[src/rtl/regfile_wb_controller.sv]
// Register file writeback controller: arbitrates ALU and LSU writebacks onto the
// single write port, bounds ALU starvation, and tracks pending destinations.
module regfile_wb_controller #(
  parameter  int DATA_WIDTH   = 32,
  parameter  int NUM_REGISTER = 32,
  parameter  int STARVE_LIMIT = 4,
  localparam int AW           = $clog2(NUM_REGISTER),
  localparam int CW           = $clog2(STARVE_LIMIT + 1)
) (
  input  logic                  clk_i,
  input  logic                  rst_i,

  input  logic                  issue_valid_i,
  input  logic [AW-1:0]         issue_rd_i,
  output logic                  issue_ready_o,

  input  logic                  alu_valid_i,
  input  logic [AW-1:0]         alu_rd_i,
  input  logic [DATA_WIDTH-1:0] alu_data_i,
  output logic                  alu_ready_o,

  input  logic                  lsu_valid_i,
  input  logic [AW-1:0]         lsu_rd_i,
  input  logic [DATA_WIDTH-1:0] lsu_data_i,
  output logic                  lsu_ready_o,

  input  logic [AW-1:0]         rs1_addr_i,
  input  logic [AW-1:0]         rs2_addr_i,
  output logic                  rs1_busy_o,
  output logic                  rs2_busy_o,

  output logic                  we_o,
  output logic [AW-1:0]         rd_addr_o,
  output logic [DATA_WIDTH-1:0] rd_o
);

  logic [CW-1:0]           starve_cnt_p0;
  logic [CW-1:0]           starve_cnt_nxt;
  logic                    alu_force;
  logic                    alu_gnt;
  logic                    lsu_gnt;

  logic                    vld_p1;
  logic [AW-1:0]           rd_addr_p1;
  logic [DATA_WIDTH-1:0]   rd_p1;

  logic [NUM_REGISTER-1:0] busy_q;
  logic [NUM_REGISTER-1:0] busy_nxt;
  logic [NUM_REGISTER-1:0] set_vec;
  logic [NUM_REGISTER-1:0] clr_vec;
  logic                    issue_hs;

  localparam logic [NUM_REGISTER-1:0] ONE_HOT0 = {{(NUM_REGISTER-1){1'b0}}, 1'b1};

  function automatic logic [CW-1:0] sat_inc(input logic [CW-1:0] cnt);
    if (cnt == CW'(STARVE_LIMIT)) sat_inc = cnt;
    else                          sat_inc = cnt + CW'(1);
  endfunction

  // Guarded lookup so non-power-of-two register counts never read past the vector.
  function automatic logic busy_at(input logic [NUM_REGISTER-1:0] vec,
                                   input logic [AW-1:0]           addr);
    if ({1'b0, addr} < (AW+1)'(NUM_REGISTER)) busy_at = vec[addr];
    else                                      busy_at = 1'b0;
  endfunction

  // Stage p0: arbitration, LSU wins unless the ALU has been starved to the limit
  always_comb begin
    alu_force   = (starve_cnt_p0 == CW'(STARVE_LIMIT));
    lsu_ready_o = lsu_valid_i && !alu_force;
    alu_ready_o = alu_valid_i && (!lsu_valid_i || alu_force);
    alu_gnt     = alu_ready_o;
    lsu_gnt     = lsu_ready_o;
  end

  always_comb begin
    starve_cnt_nxt = '0;
    if (alu_valid_i && !alu_ready_o) starve_cnt_nxt = sat_inc(starve_cnt_p0);
  end

  always_ff @(posedge clk_i) begin
    if (rst_i) starve_cnt_p0 <= '0;
    else       starve_cnt_p0 <= starve_cnt_nxt;
  end

  // Stage p1: registered write port; address and data hold when nothing is granted
  always_ff @(posedge clk_i) begin
    if (rst_i) begin
      vld_p1     <= 1'b0;
      rd_addr_p1 <= '0;
      rd_p1      <= '0;
    end else if (alu_gnt) begin
      vld_p1     <= (alu_rd_i != '0);
      rd_addr_p1 <= alu_rd_i;
      rd_p1      <= alu_data_i;
    end else if (lsu_gnt) begin
      vld_p1     <= (lsu_rd_i != '0);
      rd_addr_p1 <= lsu_rd_i;
      rd_p1      <= lsu_data_i;
    end else begin
      vld_p1     <= 1'b0;
    end
  end

  assign we_o      = vld_p1;
  assign rd_addr_o = rd_addr_p1;
  assign rd_o      = rd_p1;

  // Scoreboard: issue sets at the handshake edge, the p1 write clears at its own edge
  always_comb begin
    issue_ready_o = !busy_at(busy_q, issue_rd_i);
    issue_hs      = issue_valid_i && issue_ready_o && (issue_rd_i != '0);
    set_vec       = issue_hs ? (ONE_HOT0 << issue_rd_i) : '0;
    clr_vec       = vld_p1   ? (ONE_HOT0 << rd_addr_p1) : '0;
    busy_nxt      = (busy_q & ~clr_vec) | set_vec;
    busy_nxt[0]   = 1'b0;
  end

  always_ff @(posedge clk_i) begin
    if (rst_i) busy_q <= '0;
    else       busy_q <= busy_nxt;
  end

  assign rs1_busy_o = busy_at(busy_q, rs1_addr_i);
  assign rs2_busy_o = busy_at(busy_q, rs2_addr_i);

endmodule

[config.mk]
export PLATFORM = sky130hd
export DESIGN_NAME = regfile_wb_controller
export DESIGN_NICKNAME = d
export VERILOG_FILES = /design/src/rtl/regfile_wb_controller.sv
export SDC_FILE = /design/constraint.sdc
export NUM_CORES = 1
export LEC_CHECK = 0
export ABC_AREA = 0
export ABC_CLOCK_PERIOD_IN_PS = 1700
export CAP_MARGIN = 10
export CORE_ASPECT_RATIO = 1.5
export CORE_MARGIN = 2
export CORE_UTILIZATION = 42
export DETAILED_ROUTE_END_ITERATION = 10
export PLACE_DENSITY = 0.88
export SYNTH_ARGS = -nofsm -noshare
export SYNTH_HDL_FRONTEND = slang
export SYNTH_SLANG_ARGS = --single-unit
[constraint.sdc]
create_clock -name clk_i -period 1.7 [get_ports clk_i]
set_input_delay 0.34 -clock clk_i [delete_from_list [all_inputs] [get_ports clk_i]]
set_output_delay 0.34 -clock clk_i [all_outputs]
set_load 0.05 [all_outputs]
==> metrics.cfg, run 1 <==
[sta]
timing.final.crit_share = 1.30
worstMarginPinSlew_ns = 0.419
worst_slack_ns = -0.502
rsz0062_at_grt = true
setup_viol = 3
period_minus_slack_ns = 2.20
finalSetupTns_ns = -1.38
hold_viol_final = 0
timing.hold.ws_ns = 0.487
max_slew_margin = 0.720
fin_skew_ns = 0.00420
drv_slew = 0
max_freq_ghz = 0.454

[place]
gp_congestion = 0.951
portBuffers = 136
post-place-ws_ns = -0.872
place_inst = 710
place_area_um2 = 5980
place_hpwl_um = 11000

[clocking]
cts.path.max_buffers = 2
cts_tree = built
ctsHoldBuffers = 0
cts_made_buffers = 9
cts_root_buf = clkbuf_16
cts_max_level = 3
clkSinkCount = 72
clkTransAtPathRegs_ns = 0.06
clock_latency_ns = 0.33

[synth]
ys_types = 51
async_flop_share = 0
synthMuxAreaShare = 0.215
synth_area_per_cell_um2 = 9.43
synth_top_area_frac = 0.348
synth_xor_area_frac = 0
ys_ff_latch = 72
yosysTopAreaCell = dfxtp_1
syn_inst = 440
synth_common_cells = dfxtp_1, nor2_1, mux2i_1
synth_ff_type = dfxtp_1
yosys.area_share.adder = 0.00603
synthTopCellsByArea = dfxtp_1, mux2i_1, mux4_2
ys_seq_area_frac = 0.348
synthesis.nets = 536
synth_compound_area_frac = 0.225
synth_edf_count = 0
synth_top_family_by_area = compound AO/OA/AOI/OAI gates
yosysMostFrequentCell = dfxtp_1
yosys.area_share.simple = 0.162
ys_warn_count = 0
synth_area_um2 = 4150

[hold_path]
hold_class = in2reg

[final_layout]
nets = 713
final_cells = 737
drive_above_1_share = 0.331
n_antenna_cell = 0
area_growth_pct = 58.5
nFillCells = 675
utilization = 0.682
fin_area_um2 = 6580

[worst_setup_path]
crit_buf_inv = 1
cp_top_family = multiplexers
critPathMaxStageDelay_ns = 0.48
cpMaxStageDelayCell = mux4_2
cp_cell_sequence = mux4_2, nor4b_4, a41oi_2, nand4_1, buf_6
path_max_fanout = 3
cp-end-kind = output pin
cp_data_arrival_time_ns = 1.86
start_kind = flip-flop
crit_type = reg2out
worst_ep_required_time_ns = 1.36

[power_and_ir_drop]
p_leak_nw = 2.65
powerDensity_nw_per_um2 = 799
ir_drop_mv = 0.582
fin_total_pwr_mw = 5.26

[global_routing]
grt_max_degree = 38
grt.overflow.total = 0
first_global_vias = 4715
antenna_found_initial = 0
gr-usage-all-layers = 0.275
grt_pass1_wl_um = 23400

[drt]
drtAntennaViolNets = 0
topRoutingLayerUsed = met4
drt_iter0_markers = 327
dr_total_vias = 4511
via_per_inst = 6.12
wl_met1_um = 5080
drc = 0
drt-pass1-iter-count = 5
wirelength_um = 14800
wl_met2_um = 7730
wire_per_inst_um = 20.1
met3_wirelength_um = 1230

[die]
io_pins = 137
die_area_um2 = 10700
chipHeight_um = 126
initial_core_util = 0.431
coreArea_um2 = 9630
die_x_um = 85.1
std_cell_rows = 44

[run_status]
outcome = complete, but fails checks
violations = negative setup slack

[run]
cap_violations = 0

## sequential cells by signal, indices dropped and copies added (netlist names)
register	flops
rd_o	32
we_o	1
busy_q	31
starve_cnt_p0	3
rd_addr_o	5
## power by group
part	switching, mW	internal [mW]	total (mW)
logic	0.694	0.612	1.31
registers	0.0745	1.77	1.84
clock network	0.701	1.41	2.11
total	1.47	3.79	5.26
## layout by cell type (no fill, tap or decap), types with 15 or more instances in the layout
master           count
nand3_1             16
buf_4               88
a211oi_1            37
dfxtp_2             16
dfxtp_1             56
o31ai_1             21
nor2_1              54
clkdlybuf4s50_1     84
mux2i_1             39
buf_12              15
## layout make-up
type / instances / area (um2) / area share
multi-input combinational: 327 / 2650 / 0.404
clock buffer: 14 / 274 / 0.0417
inverter: 7 / 26.3 / 0.00400
sequential: 72 / 1460 / 0.222
clock inverter: 2 / 60.1 / 0.00913
timing repair buffer: 200 / 1960 / 0.297
tap: 115 / 144 / 0.0219
## routing by layer
layer,up-vias,GRT usage
met2,289,0.506
met5,-,0
met1,2102,0.283
met3,66,0.0636
met4,0,0.146
li1,2054,-
## worst min-delay path, cell delays in order
cell and delay (ns):
buf_2 0.18, mux2i_1 0.17, a211oi_1 0.08
## cells by family (layout without fill, tap and decap cells)
group	Yosys count	count (layout)
muxes	69	69
adders and majority gates	2	2
AOI/OAI and AO/OA	125	125
and+or+nand+nor	131	131
DFF	72	72
buffers and inverters	41	223
## what timing repair did
action,CTS,global route
resized for setup,53,16
setup endpoints to repair,33,16
cloned,2,0
pin swaps,8,8
setup buffers,8,1
endpoints found under the hold margin,0,0
## worst paths after layout
| path | startpoint | end | slack (ns) | depth (start not counted) |
|---|---|---|---|---|
| max | busy_q[7] | rs2_busy_o | -0.50 | 5 |
| max reg2reg | busy_q[26] | busy_q[28] | 0.08 | 7 |
| min | alu_valid_i | rd_o[17] | 0.49 | 3 |
| min reg2reg | busy_q[5] | busy_q[5] | 0.50 | 2 |
Note: power is estimated with default switching activity, not from simulation.
==> run 2: changes to the inputs <==
--- a/config.mk
+++ b/config.mk
@@ -12,7 +12,8 @@
 export CORE_MARGIN = 2
 export CORE_UTILIZATION = 42
 export DETAILED_ROUTE_END_ITERATION = 10
-export PLACE_DENSITY = 0.88
+export GPL_TIMING_DRIVEN = 0
+export PLACE_DENSITY = 0.77
 export SYNTH_ARGS = -nofsm -noshare
 export SYNTH_HDL_FRONTEND = slang
 export SYNTH_SLANG_ARGS = --single-unit
==> metrics.cfg, run 2 (synthesis gave the netlist of run 1 again) <==
[run_status]
outcome = complete, but fails checks  ; unchanged
violations = negative setup slack  ; unchanged

[power_and_ir_drop]
p_leak_nw = 2.44  ; was 2.65 nW
ir_drop_mv = 0.766  ; was 0.582 mV
powerDensity_nw_per_um2 = 796  ; was 799 nW/um2

[place]
portBuffers = 128  ; was 136
place_inst = 683  ; was 710
gp_congestion = 0.927  ; was 0.951
place_hpwl_um = 10700  ; was 11,000 um

[sta]
period_minus_slack_ns = 2.13  ; was 2.20 ns
setup_viol = 4  ; was 3
drv_slew = 0  ; unchanged
max_slew_margin = 0.501  ; was 0.720
worst_slack_ns = -0.432  ; was -0.502 ns
rsz0062_at_grt = true  ; unchanged
timing.final.crit_share = 1.25  ; was 1.30
max_freq_ghz = 0.469  ; was 0.454 GHz
hold_viol_final = 0  ; unchanged
fin_skew_ns = 0.00653  ; was 0.00420 ns
worstMarginPinSlew_ns = 0.737  ; was 0.419 ns
timing.hold.ws_ns = 0.470  ; was 0.487 ns

[die]
std_cell_rows = 44  ; unchanged
chipHeight_um = 126  ; unchanged
die_area_um2 = 10700  ; unchanged
initial_core_util = 0.431  ; unchanged
die_x_um = 85.1  ; unchanged
io_pins = 137  ; unchanged
coreArea_um2 = 9630  ; unchanged

[global_routing]
use_met3 = 0.0780  ; was 0.0636
grt_max_degree = 12  ; was 38
grt_use_met1 = 0.255  ; was 0.283
first_global_vias = 4498  ; was 4,715
antenna_found_initial = 0  ; unchanged
gr-usage-all-layers = 0.258  ; was 0.275
globalRouteMet2Util = 0.483  ; was 0.506
busiest_layer = met2  ; unchanged
grt_pass1_wl_um = 21900  ; was 23,400 um
grt.overflow.total = 0  ; unchanged

[final_layout]
nets = 686  ; was 713
final_common_cell = clkdlybuf4s50_1  ; was buf_4
final_cells = 710  ; was 737
largest_register_ffs = 32  ; unchanged
multiInputGateArea_um2 = 2670  ; was 2650 um2
area_growth_pct = 48.7  ; was 58.5%
n_antenna_cell = 0  ; unchanged
nFillCells = 819  ; was 675
drive_above_1_share = 0.218  ; was 0.331
regArea_um2 = 1460  ; about the same
layout_common_cells = clkdlybuf4s50_1, dfxtp_1, nor2_1  ; was buf_4, clkdlybuf4s50_1, dfxtp_1

[drt]
drt_iter0_markers = 304  ; was 327
dr_total_vias = 4278  ; was 4,511
drt-pass1-iter-count = 5  ; unchanged
wirelength_um = 13900  ; was 14,800 um
wire_per_inst_um = 19.5  ; was 20.1 um
drc = 0  ; unchanged
via_per_inst = 6.03  ; was 6.12
drtAntennaViolNets = 0  ; unchanged

[worst_setup_path]
cp-end-kind = output pin  ; unchanged
worst_ep_required_time_ns = 1.36  ; about the same
start_kind = flip-flop  ; unchanged
path_max_fanout = 4  ; was 3
cp_data_arrival_time_ns = 1.79  ; was 1.86 ns
crit_type = reg2out  ; unchanged

[hold_path]
hold_class = in2reg  ; unchanged

[clocking]
cts_tree = built  ; unchanged
clkSinkCount = 72  ; unchanged
cts_max_level = 3  ; unchanged
cts.path.max_buffers = 2  ; unchanged
clock_latency_ns = 0.34  ; was 0.33 ns
cts_root_buf = clkbuf_16  ; unchanged
clkTransAtPathRegs_ns = 0.06  ; about the same
cts_made_buffers = 9  ; unchanged

[run]
cap_violations = 0  ; unchanged

[run 2: cell types whose count changed in the layout (fill, tap and decap cells not counted), sizes merged, moves of 2 or more]
cell	before	now
clkinv	0	2
clkdlybuf4s50	84	82
buf	111	32
clkdlybuf4s15	1	4
clkbuf	15	33
dlygate4sd2	2	34
[run 2: cell type report]
type                            instances  share of cell area
Sequential cell                        72               0.237
Buffer                                 34              0.0383
Multi-Input combinational cell        327               0.433
Tap cell                              115              0.0233
Clock inverter                          3             0.00649
Timing Repair Buffer                  139               0.216
Clock buffer                           13              0.0422
Inverter                                7             0.00467
[run 2: worst max-delay path, cell delays in order (launching register included)]
cell and delay, ns:
dfxtp_2 0.34, mux2_4 0.29, o221ai_4 0.23, o21bai_4 0.11
a221oi_4 0.28, buf_6 0.20
[run 2: timing repair]
item                                   in CTS  in global routing
setup endpoints to repair                  84                 57
hold buffers                                0                  0
resized for setup                         132                 23
pin swaps                                   7                  8
endpoints found under the hold margin       0                  0
buffers inserted                            7                  4
[run 2: layer usage]
layer | wire length (um) | vias up
met2 | 7370 | 203
li1 | - | 2006
met3 | 1210 | 32
met1 | 4860 | 2037
met4 | 442 | 0
met5 | 0 | -
[run 2: through the flow]
step                setup WS [ns]  total power [mW]  cell area, um2  utilization  TNS [ns]
finish                     -0.432              4.91            6170        0.640     -1.32
detailed placement          -1.44              2.99            5620        0.583    -28.63
CTS                        -0.433              4.89            6110        0.634     -1.34
floorplan                  -0.405              2.51            4200            -     -1.13
global route               -0.502              5.05            6170        0.640     -1.55
global placement            -1.44              2.98            5620        0.583    -26.40
[run 2: final timing paths]
path / start / end / slack, ns / depth (start not counted)
setup / recovery: busy_q[8] / issue_ready_o / -0.43 / 5
setup reg to reg: we_o / busy_q[5] / 0.09 / 4
hold / removal: alu_valid_i / rd_o[7] / 0.47 / 3
hold reg to reg: busy_q[7] / busy_q[7] / 0.50 / 2
[run 2: power by group]
part           internal (mW)  total, mW  switching (mW)
logic                  0.490       1.16           0.669
registers               1.77       1.83          0.0675
clock network           1.21       1.92           0.706
total                   3.47       4.91            1.44
==> run 3: changes to the inputs <==
--- a/config.mk
+++ b/config.mk
@@ -14,6 +14,7 @@
 export DETAILED_ROUTE_END_ITERATION = 10
 export GPL_TIMING_DRIVEN = 0
 export PLACE_DENSITY = 0.77
+export SETUP_SLACK_MARGIN = 0.2
 export SYNTH_ARGS = -nofsm -noshare
 export SYNTH_HDL_FRONTEND = slang
 export SYNTH_SLANG_ARGS = --single-unit
==> constraint.sdc (replaced) <==
create_clock -name clk_i -period 1.7 [get_ports clk_i]
set_input_delay 0.255 -clock clk_i [delete_from_list [all_inputs] [get_ports clk_i]]
set_output_delay 0.255 -clock clk_i [all_outputs]
set_load 0.05 [all_outputs]
==> metrics.cfg, run 3 (synthesis gave the netlist of run 1 again) <==
[worst_setup_path]
path_max_fanout = 4  ; unchanged
critPathMaxStageDelay_ns = 0.50  ; was 0.34 ns
cp_cell_sequence = mux4_2, and3b_1, o21ai_2, nand4_1, buf_6  ; was mux2_4, o221ai_4, o21bai_4, a221oi_4, buf_6
cp-end-kind = output pin  ; unchanged
start_kind = flip-flop  ; unchanged
cpMaxStageDelayCell = mux4_2  ; was dfxtp_2
worst_ep_required_time_ns = 1.44  ; was 1.36 ns
crit_buf_inv = 1  ; unchanged
cp_top_family = multiplexers  ; was compound AO/OA/AOI/OAI gates
crit_type = reg2out  ; unchanged
cp_data_arrival_time_ns = 1.79  ; about the same

[power_and_ir_drop]
powerDensity_nw_per_um2 = 753  ; was 796 nW/um2
ir_drop_mv = 0.576  ; was 0.766 mV
p_leak_nw = 2.45  ; was 2.44 nW

[die]
io_pins = 137  ; unchanged
coreArea_um2 = 9630  ; unchanged
std_cell_rows = 44  ; unchanged
die_x_um = 85.1  ; unchanged
chipHeight_um = 126  ; unchanged
die_area_um2 = 10700  ; unchanged
initial_core_util = 0.431  ; unchanged

[place]
post-place-ws_ns = -1.25  ; was -1.44 ns
gp_congestion = 0.931  ; was 0.927
place_area_um2 = 5630  ; was 5620 um2
portBuffers = 128  ; unchanged
place_hpwl_um = 10600  ; was 10,700 um

[sta]
worstMarginPinSlew_ns = 0.564  ; was 0.737 ns
finalSetupTns_ns = -0.981  ; was -1.32 ns
worst_slack_ns = -0.341  ; was -0.432 ns
period_minus_slack_ns = 2.04  ; was 2.13 ns
timing.final.crit_share = 1.20  ; was 1.25
timing.hold.ws_ns = 0.441  ; was 0.470 ns
setup_viol = 3  ; was 4
hold_viol_final = 0  ; unchanged
drv_slew = 0  ; unchanged
max_freq_ghz = 0.490  ; was 0.469 GHz
max_slew_margin = 0.619  ; was 0.501
fin_skew_ns = 0.00453  ; was 0.00653 ns
rsz0062_at_grt = true  ; unchanged

[drt]
via_per_inst = 6.02  ; was 6.03
drtAntennaViolNets = 0  ; unchanged
drc = 0  ; unchanged
drt-pass1-iter-count = 5  ; unchanged
drt_iter0_markers = 301  ; was 304
dr_total_vias = 4291  ; was 4,278
wirelength_um = 14100  ; was 13,900 um
wire_per_inst_um = 19.8  ; was 19.5 um

[clocking]
clock_latency_ns = 0.33  ; was 0.34 ns
cts_root_buf = clkbuf_16  ; unchanged
clkSinkCount = 72  ; unchanged
ctsHoldBuffers = 0  ; unchanged
cts.path.max_buffers = 2  ; unchanged
cts_max_level = 3  ; unchanged
clkTransAtPathRegs_ns = 0.05  ; was 0.06 ns
cts_made_buffers = 9  ; unchanged
cts_tree = built  ; unchanged

[run_status]
violations = negative setup slack  ; unchanged
outcome = complete, but fails checks  ; unchanged

[final_layout]
area_growth_pct = 53.2  ; was 48.7%
layout_common_cells = clkdlybuf4s50_1, nor2_1, dfxtp_1  ; was clkdlybuf4s50_1, dfxtp_1, nor2_1
fin_area_um2 = 6350  ; was 6170 um2
n_antenna_cell = 0  ; unchanged
drive_above_1_share = 0.301  ; was 0.218
utilization = 0.659  ; was 0.640
final_common_cell = clkdlybuf4s50_1  ; unchanged
nets = 690  ; was 686
largest_register_ffs = 32  ; unchanged

[global_routing]
gr-usage-all-layers = 0.262  ; was 0.258
grt.overflow.total = 0  ; unchanged
grt_max_degree = 11  ; was 12
grt_pass1_wl_um = 22200  ; was 21,900 um
first_global_vias = 4414  ; was 4,498
antenna_found_initial = 0  ; unchanged

[hold_path]
hold_class = in2reg  ; unchanged

[run]
cap_violations = 0  ; unchanged

## run 3: cell count changes in the layout (fill, tap and decap cells not counted), sizes merged, moves of 2 or more
| cell | before | now |
|---|---|---|
| clkdlybuf4s15 | 4 | 18 |
| buf | 32 | 39 |
| clkinv | 2 | 0 |
| clkbuf | 33 | 37 |
| dlygate4sd2 | 34 | 16 |
## run 3: path summary, 6_finish.rpt
path                 start          to  slack (ns)  cells past startpoint
max reg2reg   rd_addr_o[3]  busy_q[10]        0.24                      3
min reg2reg      busy_q[6]   busy_q[6]        0.49                      2
max             busy_q[23]  rs1_busy_o       -0.34                      5
min          issue_valid_i   busy_q[5]        0.44                      3
## run 3: through the flow
step / std cells / power, mW
finish: 713 / 4.78
global route: 713 / 4.96
CTS: 707 / 4.75
detailed placement: 683 / 3.00
global placement: 683 / 2.98
floorplan: 440 / 2.51
## run 3: worst reg2reg max path, stage by stage, from the launching register on
cell and delay [ns]:
dfxtp_2 0.44, nand4b_1 0.23, o311ai_0 0.52, o31ai_2 0.13
## run 3: repair_timing
item	in CTS	in global routing
setup buffers	9	6
endpoints found under the setup margin	110	72
resized for setup	163	63
pin swaps	6	10
## run 3: area by class of cell
cell class | instances | area, um2
buffer | 34 | 255
clock buffer | 15 | 268
fill | 764 | 3280
inverter | 7 | 30.0
multi-input combinational | 327 | 2820
sequential | 72 | 1470
tap | 115 | 144
timing repair buffer | 143 | 1370
## run 3: per-layer routing
layer | routed length (um) | global-route usage
met1 | 5070 | 0.279
met3 | 1170 | 0.0793
met4 | 422 | 0.0934
met5 | 0 | 0
met2 | 7420 | 0.478
## run 3: where the power goes
part	internal (mW)	total [mW]	switching [mW]
sequential	1.77	1.84	0.0715
combinational	0.518	1.21	0.696
clock	1.06	1.73	0.665
total	3.35	4.78	1.43
